<file path="config.mk">
export PLATFORM = sky130hd
export DESIGN_NAME = rr_mux_reg_flat
export DESIGN_NICKNAME = d
export VERILOG_FILES = /design/src/rtl/rr_mux_reg_if.sv /design/src/rtl/rr_mux_reg.sv /design/src/flat_wrapper.sv
export SDC_FILE = /design/constraint.sdc
export NUM_CORES = 1
export LEC_CHECK = 0
export CORE_MARGIN = 5
export CORE_UTILIZATION = 37
export DETAILED_ROUTE_END_ITERATION = 16
export PLACE_DENSITY_LB_ADDON = 0.1
export SLEW_MARGIN = 20
export SYNTH_ARGS = -nofsm -noshare
export SYNTH_HDL_FRONTEND = slang
export SYNTH_SLANG_ARGS = --single-unit
</file>
<file path="constraint.sdc">
create_clock -name clk -period 3.3 [get_ports clk]
set_clock_uncertainty 0.2 [all_clocks]
set_input_delay 0.825 -clock clk [delete_from_list [all_inputs] [get_ports clk]]
set_output_delay 0.825 -clock clk [all_outputs]
set_load 0.03 [all_outputs]
</file>
<file path="src/rtl/rr_mux_reg_if.sv">
// Handshake bundle for the registered arbitrating multiplexer.
// The producer-side channels and the consumer-side output share one interface.
// The arbiter itself is the slave; whoever drives the inputs and consumes the
// output is the master.
interface rr_mux_reg_if #(
  parameter int WIDTH = 32,
  parameter int N     = 4
);
  localparam int SW = (N > 1) ? $clog2(N) : 1;

  logic [N*WIDTH-1:0] in_data;
  logic [N-1:0]       in_valid;
  logic [N-1:0]       in_ready;
  logic [WIDTH-1:0]   out_data;
  logic               out_valid;
  logic               out_ready;
  logic [SW-1:0]      out_sel;

  modport slave (
    input  in_data,
    input  in_valid,
    input  out_ready,
    output in_ready,
    output out_data,
    output out_valid,
    output out_sel
  );

  modport master (
    output in_data,
    output in_valid,
    output out_ready,
    input  in_ready,
    input  out_data,
    input  out_valid,
    input  out_sel
  );
endinterface

</file>
<file path="src/rtl/rr_mux_reg.sv">
// Registered N-channel arbitrating multiplexer.
// One channel is chosen per cycle, either round-robin starting at r_ptr or by
// fixed priority with channel 0 highest. The winning word lands in a single
// output register that supports backpressure. Grant and in_ready are
// combinational. out_data, out_valid and out_sel come straight from flops.
module rr_mux_reg #(
  parameter int WIDTH = 32,
  parameter int N     = 4,
  parameter int RR    = 1
) (
  input  logic            clk,
  input  logic            rst,
  rr_mux_reg_if.slave     bus
);
  localparam int SW = (N > 1) ? $clog2(N) : 1;

  logic [WIDTH-1:0] r_out_data;
  logic             r_out_valid;
  logic [SW-1:0]    r_out_sel;
  logic [SW-1:0]    r_ptr;

  logic             w_load;
  logic             w_any;
  logic [SW-1:0]    w_grant;
  logic [N-1:0]     w_ready;
  logic [WIDTH-1:0] w_sel_data;
  logic             w_xfer;
  logic [SW-1:0]    w_ptr_next;

  // The register can take a new word when it is empty or being drained now.
  assign w_load = !r_out_valid || bus.out_ready;

  // Pick the winning channel. The first pass scans from r_ptr up to N-1, and
  // the second pass wraps around to channel 0. In fixed-priority mode the
  // first pass already covers every channel, so the lowest valid index wins.
  always_comb begin
    w_any   = 1'b0;
    w_grant = '0;
    for (int i = 0; i < N; i++) begin
      if (!w_any && bus.in_valid[i] && ((RR == 0) || (SW'(i) >= r_ptr))) begin
        w_any   = 1'b1;
        w_grant = SW'(i);
      end
    end
    for (int i = 0; i < N; i++) begin
      if (!w_any && bus.in_valid[i]) begin
        w_any   = 1'b1;
        w_grant = SW'(i);
      end
    end
  end

  // Only the granted channel sees ready, and only when the register can load.
  // Holding reset suppresses every ready bit so no word is accepted.
  always_comb begin
    w_ready = '0;
    for (int i = 0; i < N; i++) begin
      w_ready[i] = !rst && w_any && w_load && (w_grant == SW'(i));
    end
  end

  // Steer the granted channel's word towards the output register.
  always_comb begin
    w_sel_data = '0;
    for (int i = 0; i < N; i++) begin
      if (w_grant == SW'(i)) begin
        w_sel_data = bus.in_data[i*WIDTH +: WIDTH];
      end
    end
  end

  assign w_xfer     = w_any && w_load;
  // Explicit wrap keeps the pointer in range when N is not a power of two.
  assign w_ptr_next = (w_grant == SW'(N - 1)) ? '0 : w_grant + SW'(1);

  // Output register and round-robin pointer. A load takes precedence over a
  // drain, so a simultaneous drain and load leaves out_valid high.
  always_ff @(posedge clk) begin
    if (rst) begin
      r_out_data  <= '0;
      r_out_valid <= 1'b0;
      r_out_sel   <= '0;
      r_ptr       <= '0;
    end else if (w_xfer) begin
      r_out_data  <= w_sel_data;
      r_out_sel   <= w_grant;
      r_out_valid <= 1'b1;
      if (RR != 0) begin
        r_ptr <= w_ptr_next;
      end
    end else if (r_out_valid && bus.out_ready) begin
      r_out_valid <= 1'b0;
    end
  end

  assign bus.in_ready  = w_ready;
  assign bus.out_data  = r_out_data;
  assign bus.out_valid = r_out_valid;
  assign bus.out_sel   = r_out_sel;
endmodule
</file>
<file path="src/flat_wrapper.sv">
// flat-port wrapper written by rule: the top's interface ports become plain ports
module rr_mux_reg_flat 
#(
  parameter int WIDTH = 32,
  parameter int N     = 4,
  parameter int RR    = 1
)
  (clk, rst, bus_in_data, bus_in_valid, bus_out_ready, bus_in_ready, bus_out_data, bus_out_valid, bus_out_sel);
  rr_mux_reg_if #(.WIDTH(WIDTH), .N(N)) bus_i ();
  input  logic clk;
  input  logic rst;
  input wire logic [$bits(bus_i.in_data)-1:0] bus_in_data;
  input wire logic [$bits(bus_i.in_valid)-1:0] bus_in_valid;
  input wire logic [$bits(bus_i.out_ready)-1:0] bus_out_ready;
  output wire logic [$bits(bus_i.in_ready)-1:0] bus_in_ready;
  output wire logic [$bits(bus_i.out_data)-1:0] bus_out_data;
  output wire logic [$bits(bus_i.out_valid)-1:0] bus_out_valid;
  output wire logic [$bits(bus_i.out_sel)-1:0] bus_out_sel;
  assign bus_i.in_data = bus_in_data;
  assign bus_i.in_valid = bus_in_valid;
  assign bus_i.out_ready = bus_out_ready;
  assign bus_in_ready = bus_i.in_ready;
  assign bus_out_data = bus_i.out_data;
  assign bus_out_valid = bus_i.out_valid;
  assign bus_out_sel = bus_i.out_sel;
  rr_mux_reg #(.WIDTH(WIDTH), .N(N), .RR(RR)) u_core (.clk(clk), .rst(rst), .bus(bus_i));
endmodule
</file>
Yosys cells after proc, flatten, opt, wreduce, memory -nomap -nowiden
Index checks and enable logic that the tools add are counted.
{"block": "totals", "mem_count": 0, "register_bits": 37, "latchBits": 0, "rom_bits": 0, "ramBits": 0, "input_bits": 135}
{"block": "op_classes", "reduce_logical": 31, "bitwise_logic": 0, "n_eq_ne": 3, "n_addsub": 1, "multipliers": 0, "n_mux": 22, "n_div": 0, "shift": 0, "magnitude_cmp": 4}
{"operator": "$mux W32", "count": 4}
{"operator": "$logic_and A1 B1 Y1", "count": 19}
{"operator": "$mux W2", "count": 7}
{"operator": "$mux W1", "count": 11}
{"operator": "$logic_not A1 Y1", "count": 9}
{"operator": "$eq A2 B2 Y1 const B", "count": 2}
{"operator": "$ge A1 B2 Y1 const A", "count": 2}
{"operator": "$ge A2 B2 Y1 const A", "count": 2}
{"operator": "$add A2 B1 Y2 const B", "count": 1}
{"operator": "$eq A2 B1 Y1 const B", "count": 1}
{"operator": "$logic_not A2 Y1", "count": 1}
{"operator": "$reduce_bool A2 Y1", "count": 1}
{"operator": "$logic_or A1 B1 Y1", "count": 1}

Logic depth before layout (Yosys ltp)
{"block": "logic_depth", "word_depth": 32, "mapped_depth": 11, "mapped_depth_nobuf": 9}

Worst setup path after synthesis
Ideal clock, no wire load.
{"block": "synth_path", "path_type": "input to output", "from": "input bus_in_valid[2]", "to": "output bus_in_ready[3]", "path_slack_ns": -0.155, "cell_stages": 7, "t_arrival_ns": 2.430, "cell_sequence": "a22o_1 -> a211o_1 -> inv_1 -> ha_1 -> clkbuf_1 -> buf_2 -> and2_1"}
{"block": "synth_via", "word_cells_on_any_way": 29}
{"item": "start, declared", "line": "flat_wrapper.sv:13", "source": "input wire logic [$bits(bus_i.in_valid)-1:0] bus_in_valid;"}
{"item": "$logic_and A1 B1 Y1 (2 in a row)", "line": "rr_mux_reg.sv:40", "source": "if (!w_any && bus.in_valid[i] && ((RR == 0) || (SW'(i) >= r_ptr))) begin"}
{"item": "$mux W1", "line": "rr_mux_reg.sv:40"}
{"item": "$logic_not A1 Y1", "line": "rr_mux_reg.sv:40"}
{"item": "$logic_and A1 B1 Y1 (2 in a row)", "line": "rr_mux_reg.sv:40"}
{"item": "$mux W1", "line": "rr_mux_reg.sv:40"}
{"item": "$logic_not A1 Y1", "line": "rr_mux_reg.sv:46", "source": "if (!w_any && bus.in_valid[i]) begin"}
{"item": "$logic_and A1 B1 Y1", "line": "rr_mux_reg.sv:46"}
{"item": "$mux W1", "line": "rr_mux_reg.sv:46"}
{"item": "(+4 left out)"}
{"item": "$logic_and A1 B1 Y1", "line": "rr_mux_reg.sv:46"}
{"item": "$mux W1", "line": "rr_mux_reg.sv:46"}
{"item": "$logic_not A1 Y1", "line": "rr_mux_reg.sv:46"}
{"item": "$logic_and A1 B1 Y1", "line": "rr_mux_reg.sv:46"}
{"item": "$mux W2 *", "line": "rr_mux_reg.sv:46"}
{"item": "named net u_core.w_grant[0]", "line": "rr_mux_reg.sv:24", "source": "logic [SW-1:0] w_grant;"}
{"item": "$eq A2 B2 Y1 *", "line": "rr_mux_reg.sv:58", "source": "w_ready[i] = !rst && w_any && w_load && (w_grant == SW'(i));"}
{"item": "$logic_and A1 B1 Y1 *", "line": "rr_mux_reg.sv:58"}
{"item": "end, declared", "line": "flat_wrapper.sv:15", "source": "output wire logic [$bits(bus_i.in_ready)-1:0] bus_in_ready;"}
The timed path passes the listed nets; every way through them passes the cells marked *.

Final worst setup path
{"block": "layout_path", "from": "input bus_in_valid[1]", "to": "output bus_in_ready[1]"}
{"block": "layout_via", "elab_chain_len": 26, "word_cells_on_any_way": 34}
{"item": "$logic_and A1 B1 Y1 (2 in a row)", "line": "rr_mux_reg.sv:40"}
{"item": "$mux W1", "line": "rr_mux_reg.sv:40"}
{"item": "$logic_not A1 Y1", "line": "rr_mux_reg.sv:40"}
{"item": "$logic_and A1 B1 Y1 (2 in a row)", "line": "rr_mux_reg.sv:40"}
{"item": "$mux W1", "line": "rr_mux_reg.sv:40"}
{"item": "$logic_not A1 Y1", "line": "rr_mux_reg.sv:40"}
{"item": "$logic_and A1 B1 Y1 (2 in a row)", "line": "rr_mux_reg.sv:40"}
{"item": "$mux W1", "line": "rr_mux_reg.sv:40"}
{"item": "(+6 left out)"}
{"item": "$logic_not A1 Y1", "line": "rr_mux_reg.sv:46"}
{"item": "$logic_and A1 B1 Y1", "line": "rr_mux_reg.sv:46"}
{"item": "$mux W1", "line": "rr_mux_reg.sv:46"}
{"item": "$logic_not A1 Y1", "line": "rr_mux_reg.sv:46"}
{"item": "$logic_and A1 B1 Y1", "line": "rr_mux_reg.sv:46"}
{"item": "$mux W1", "line": "rr_mux_reg.sv:46"}
{"item": "$logic_and A1 B1 Y1 (2 in a row)", "line": "rr_mux_reg.sv:58"}
{"item": "$logic_and A1 B1 Y1 *", "line": "rr_mux_reg.sv:58"}
Every way passes the cells marked *; elsewhere a longest branch is shown, timed or not.

==> run_results.csv <==
group,metric,value,unit
sta,fin_crit_sh,0.9805,
global_route,grt_pass1_wl,15430,um
route,via_per_inst,5.284,
worst_setup_path,arrival,2.21,ns
sta,setup_viol,0,
logic_synthesis,yosys_warnings,0,
clock_tree,clock_latency,0.29,ns
worst_setup_path,critPathKind,"in -> out",
placed_design,portBuffers,173,
pwr,power_density,457.9,nW/um2
worst_setup_path,cpMostUsedCell,"buf_4",
placed_design,gp_congestion,0.8070,
global_route,overflow,0,
clock_tree,clk_pin_slew,0.07,ns
run,drv_cap,0,
logic_synthesis,synth_area,2771,um2
logic_synthesis,synth_edf_count,0,
cells_and_area,insertedDiodeCount,0,
global_route,grt.total_usage,0.2097,
worst_setup_path,required,2.27,ns
min_path,hp-class,"reg -> reg",
worst_setup_path,crit_path_top_delay_cell,"dlygate4sd2_1",
route,met2WireLength,4780,um
clock_tree,root_buffer,"clkbuf_8",
placed_design,hpwlAfterDp,7321,um
cells_and_area,multi_input_area,1742,um2
cells_and_area,fill_cells,668,
worst_setup_path,path_buf_inv,5,
route,totalWireLength,9836,um
floorplanning,chipHeight,96.55,um
cells_and_area,final_util,0.6477,
floorplanning,num_rows,31,
pwr,vdd.ir_drop.worst,0.2593,mV
route,drtAntennaViolNets,0,
clock_tree,cts.path.max_buffers,2,
logic_synthesis,syn_nets,475,
sta,rsz0062_at_grt,"yes",
global_route,grt_pass1_vias,3228,
worst_setup_path,cp_cell_sequence,"dlygate4sd2_1 > buf_4 > a21oi_1 > o22ai_2 > buf_4 > buf_4 > ha_4 > and2_4 > buf_6",
logic_synthesis,synth_area_per_cell,8.248,um2
cells_and_area,areaGrowthSynthToFinish,70.43,%
clock_tree,cts_buffers,5,
cells_and_area,drive_above_1_share,0.1869,
sta,tightest_slew,0.9994,ns
worst_setup_path,cp-start-kind,"input port",
pwr,leakagePower,0.001793,uW
worst_setup_path,cp_top_family,"buffers and inverters",
route,drt-initial-drc-count,132,
floorplanning,fp.dieW,96.55,um
sta,min_period,3.236,ns
worst_setup_path,cp_slowest_stage_delay,0.25,ns
route,remaining_drc_errors,0,
global_route,grt_max_degree,65,
floorplanning,initial_utilization,0.3801,
sta,relSlewSlack,0.3323,
floorplanning,io-pin-count,174,
sta,fmax,309.0,MHz
logic_synthesis,ys_seq_elements,37,
cells_and_area,regArea,740.7,um2
status,status,"complete, no violations",
clock_tree,clkSinkCount,37,
global_route,antenna_found_initial,0,
route,via_count,3181,
clock_tree,htreeDepth,2,
placed_design,place_inst,592,
sta,hold_violations,0,
route,drt-met1-wl,4009,um
worst_setup_path,worstPathMaxFanout,4,
sta,drv_slew,0,
route,drt-wirelength-per-cell,16.34,um
logic_synthesis,synth_cell_types,29,
logic_synthesis,synth_ff_type,"dfxtp_1",
worst_setup_path,critPathCaptureType,"output pin",
logic_synthesis,synth_seq_area_share,0.2673,
cells_and_area,fin_cells,602,
cells_and_area,fin_nets,641,
logic_synthesis,synth_cells,336,
route,met3WireLength,923,um
logic_synthesis,async_reset_ff_frac,0,
floorplanning,die-area,9321,um2
clock_tree,cts_tree,"yes",
floorplanning,core,7292,um2
route,drt_first_pass_iters,5,
route,top_layer,"met4",
-- worst register-to-register path, stage by stage, from the launching register on --
cell	delay, ns
dfxtp_1	0.33
inv_1	0.08
a21oi_1	0.18
o22ai_2	0.10
buf_4	0.16
inv_2	0.08
ha_2	0.17
buf_4	0.49
a21oi_1	0.16
a221oi_1	0.34
a211oi_1	0.08
nor3_1	0.18
-- cell families (layout without fill, tap and decap cells) --
logic type / count (synthesis) / in the layout / share of synthesized area
buffers and inverters: 73 / 240 / 0.1255
adder cells (fa/ha/maj): 4 / 4 / 0.01806
AO/OA/AOI/OAI: 110 / 110 / 0.3147
flip-flops: 37 / 37 / 0.2673
AND/OR/NAND/NOR: 112 / 112 / 0.2745
-- report_power, final --
group          total (uW)  internal (uW)  switching (uW)
clock                 311            150             161
sequential            572            529            43.5
combinational        1280            612             667
total                2160           1290             872
-- synth_stat cells (2+ instances only) --
| master | n | area [um2] |
|---|---|---|
| nand2_1 | 3 | 11.26 |
| clkbuf_1 | 16 | 60.06 |
| a211oi_1 | 12 | 90.09 |
| dfxtp_1 | 37 | 740.7 |
| and2_1 | 4 | 25.02 |
| ha_1 | 4 | 50.05 |
| nand2b_1 | 3 | 18.77 |
| o21ai_0 | 2 | 10.01 |
| a211oi_2 | 20 | 250.2 |
| a21oi_1 | 37 | 185.2 |
| inv_1 | 37 | 138.9 |
| buf_2 | 15 | 75.07 |
| nand3b_1 | 34 | 255.2 |
| buf_12 | 2 | 40.04 |
| nor3_1 | 5 | 25.02 |
| a221oi_1 | 32 | 280.3 |
| nor2_1 | 34 | 127.6 |
| nor3_2 | 27 | 270.3 |
| a21o_1 | 2 | 15.01 |
-- stage by stage --
stage	power [uW]	hold slack, ns	setup WS [ns]	cell area, um2	setup TNS (ns)
finish	2163	0.2913	0.06423	4723	0
global route	2317	0.3136	-0.01071	4723	-0.02544
CTS	2183	0.2933	0.02630	4717	0
detailed placement	1844	0.2764	-0.3100	4583	-8.378
global placement	1824	0.2789	-0.1926	4583	-5.329
floorplan	1376	0.2750	0.01125	2774	0
-- path summary, 6_finish.rpt --
path | slack (ns) | depth (start not counted) | startpoint | end
worst max-delay path | 0.06 | 9 | bus_in_valid[1] | bus_in_ready[1]
worst max register to register | 0.68 | 11 | u_core.r_ptr[0] | u_core.bus.out_data[11]
worst min register to register | 0.29 | 2 | u_core.bus.out_data[9] | u_core.bus.out_data[9]
worst min-delay path | 0.29 | 2 | u_core.bus.out_data[9] | u_core.bus.out_data[9]
-- state kept, by name (all words and copies together) (netlist names) --
| name | flops |
|---|---|
| u_core.bus.out_sel | 2 |
| u_core.bus.out_data | 32 |
| u_core.r_ptr | 2 |
| u_core.bus.out_valid | 1 |
-- routing by layer --
metal	up-vias	global-route usage
met5	-	0
met4	0	0.05491
met3	13	0.06197
met2	133	0.3638
met1	1484	0.2524
li1	1551	-
-- cell type report --
| cell class | instances | share of cell area |
|---|---|---|
| flip-flops and latches | 37 | 0.1568 |
| well taps | 99 | 0.02623 |
| inverters | 37 | 0.02940 |
| multi-input cells | 226 | 0.3687 |
| repair buffers | 195 | 0.4019 |
| clock buffers | 8 | 0.01695 |
-- layout by cell type, fill, tap and decap left out, types with 3 or more instances in the layout --
cell             instances
nor2_1                  33
a221oi_1                32
clkdlybuf4s50_1        164
buf_4                   22
nor3_2                  27
a211oi_2                20
buf_6                    3
nand2_1                  3
clkbuf_1                 3
nor3_1                   5
clkbuf_8                 5
dfxtp_1                 37
nand3b_1                34
inv_1                   35
a211oi_1                12
a21oi_1                 37
-- timing repair --
action / CTS / global route
setup endpoints to repair: 5 / 4
gates cloned: 0 / 0
endpoints found under the hold margin: 0 / 0
buffers inserted: 2 / 0
resized for setup: 14 / 5
hold buffers: 0 / 0
pin swaps: 3 / 2
(Power assumes the default switching activity.)
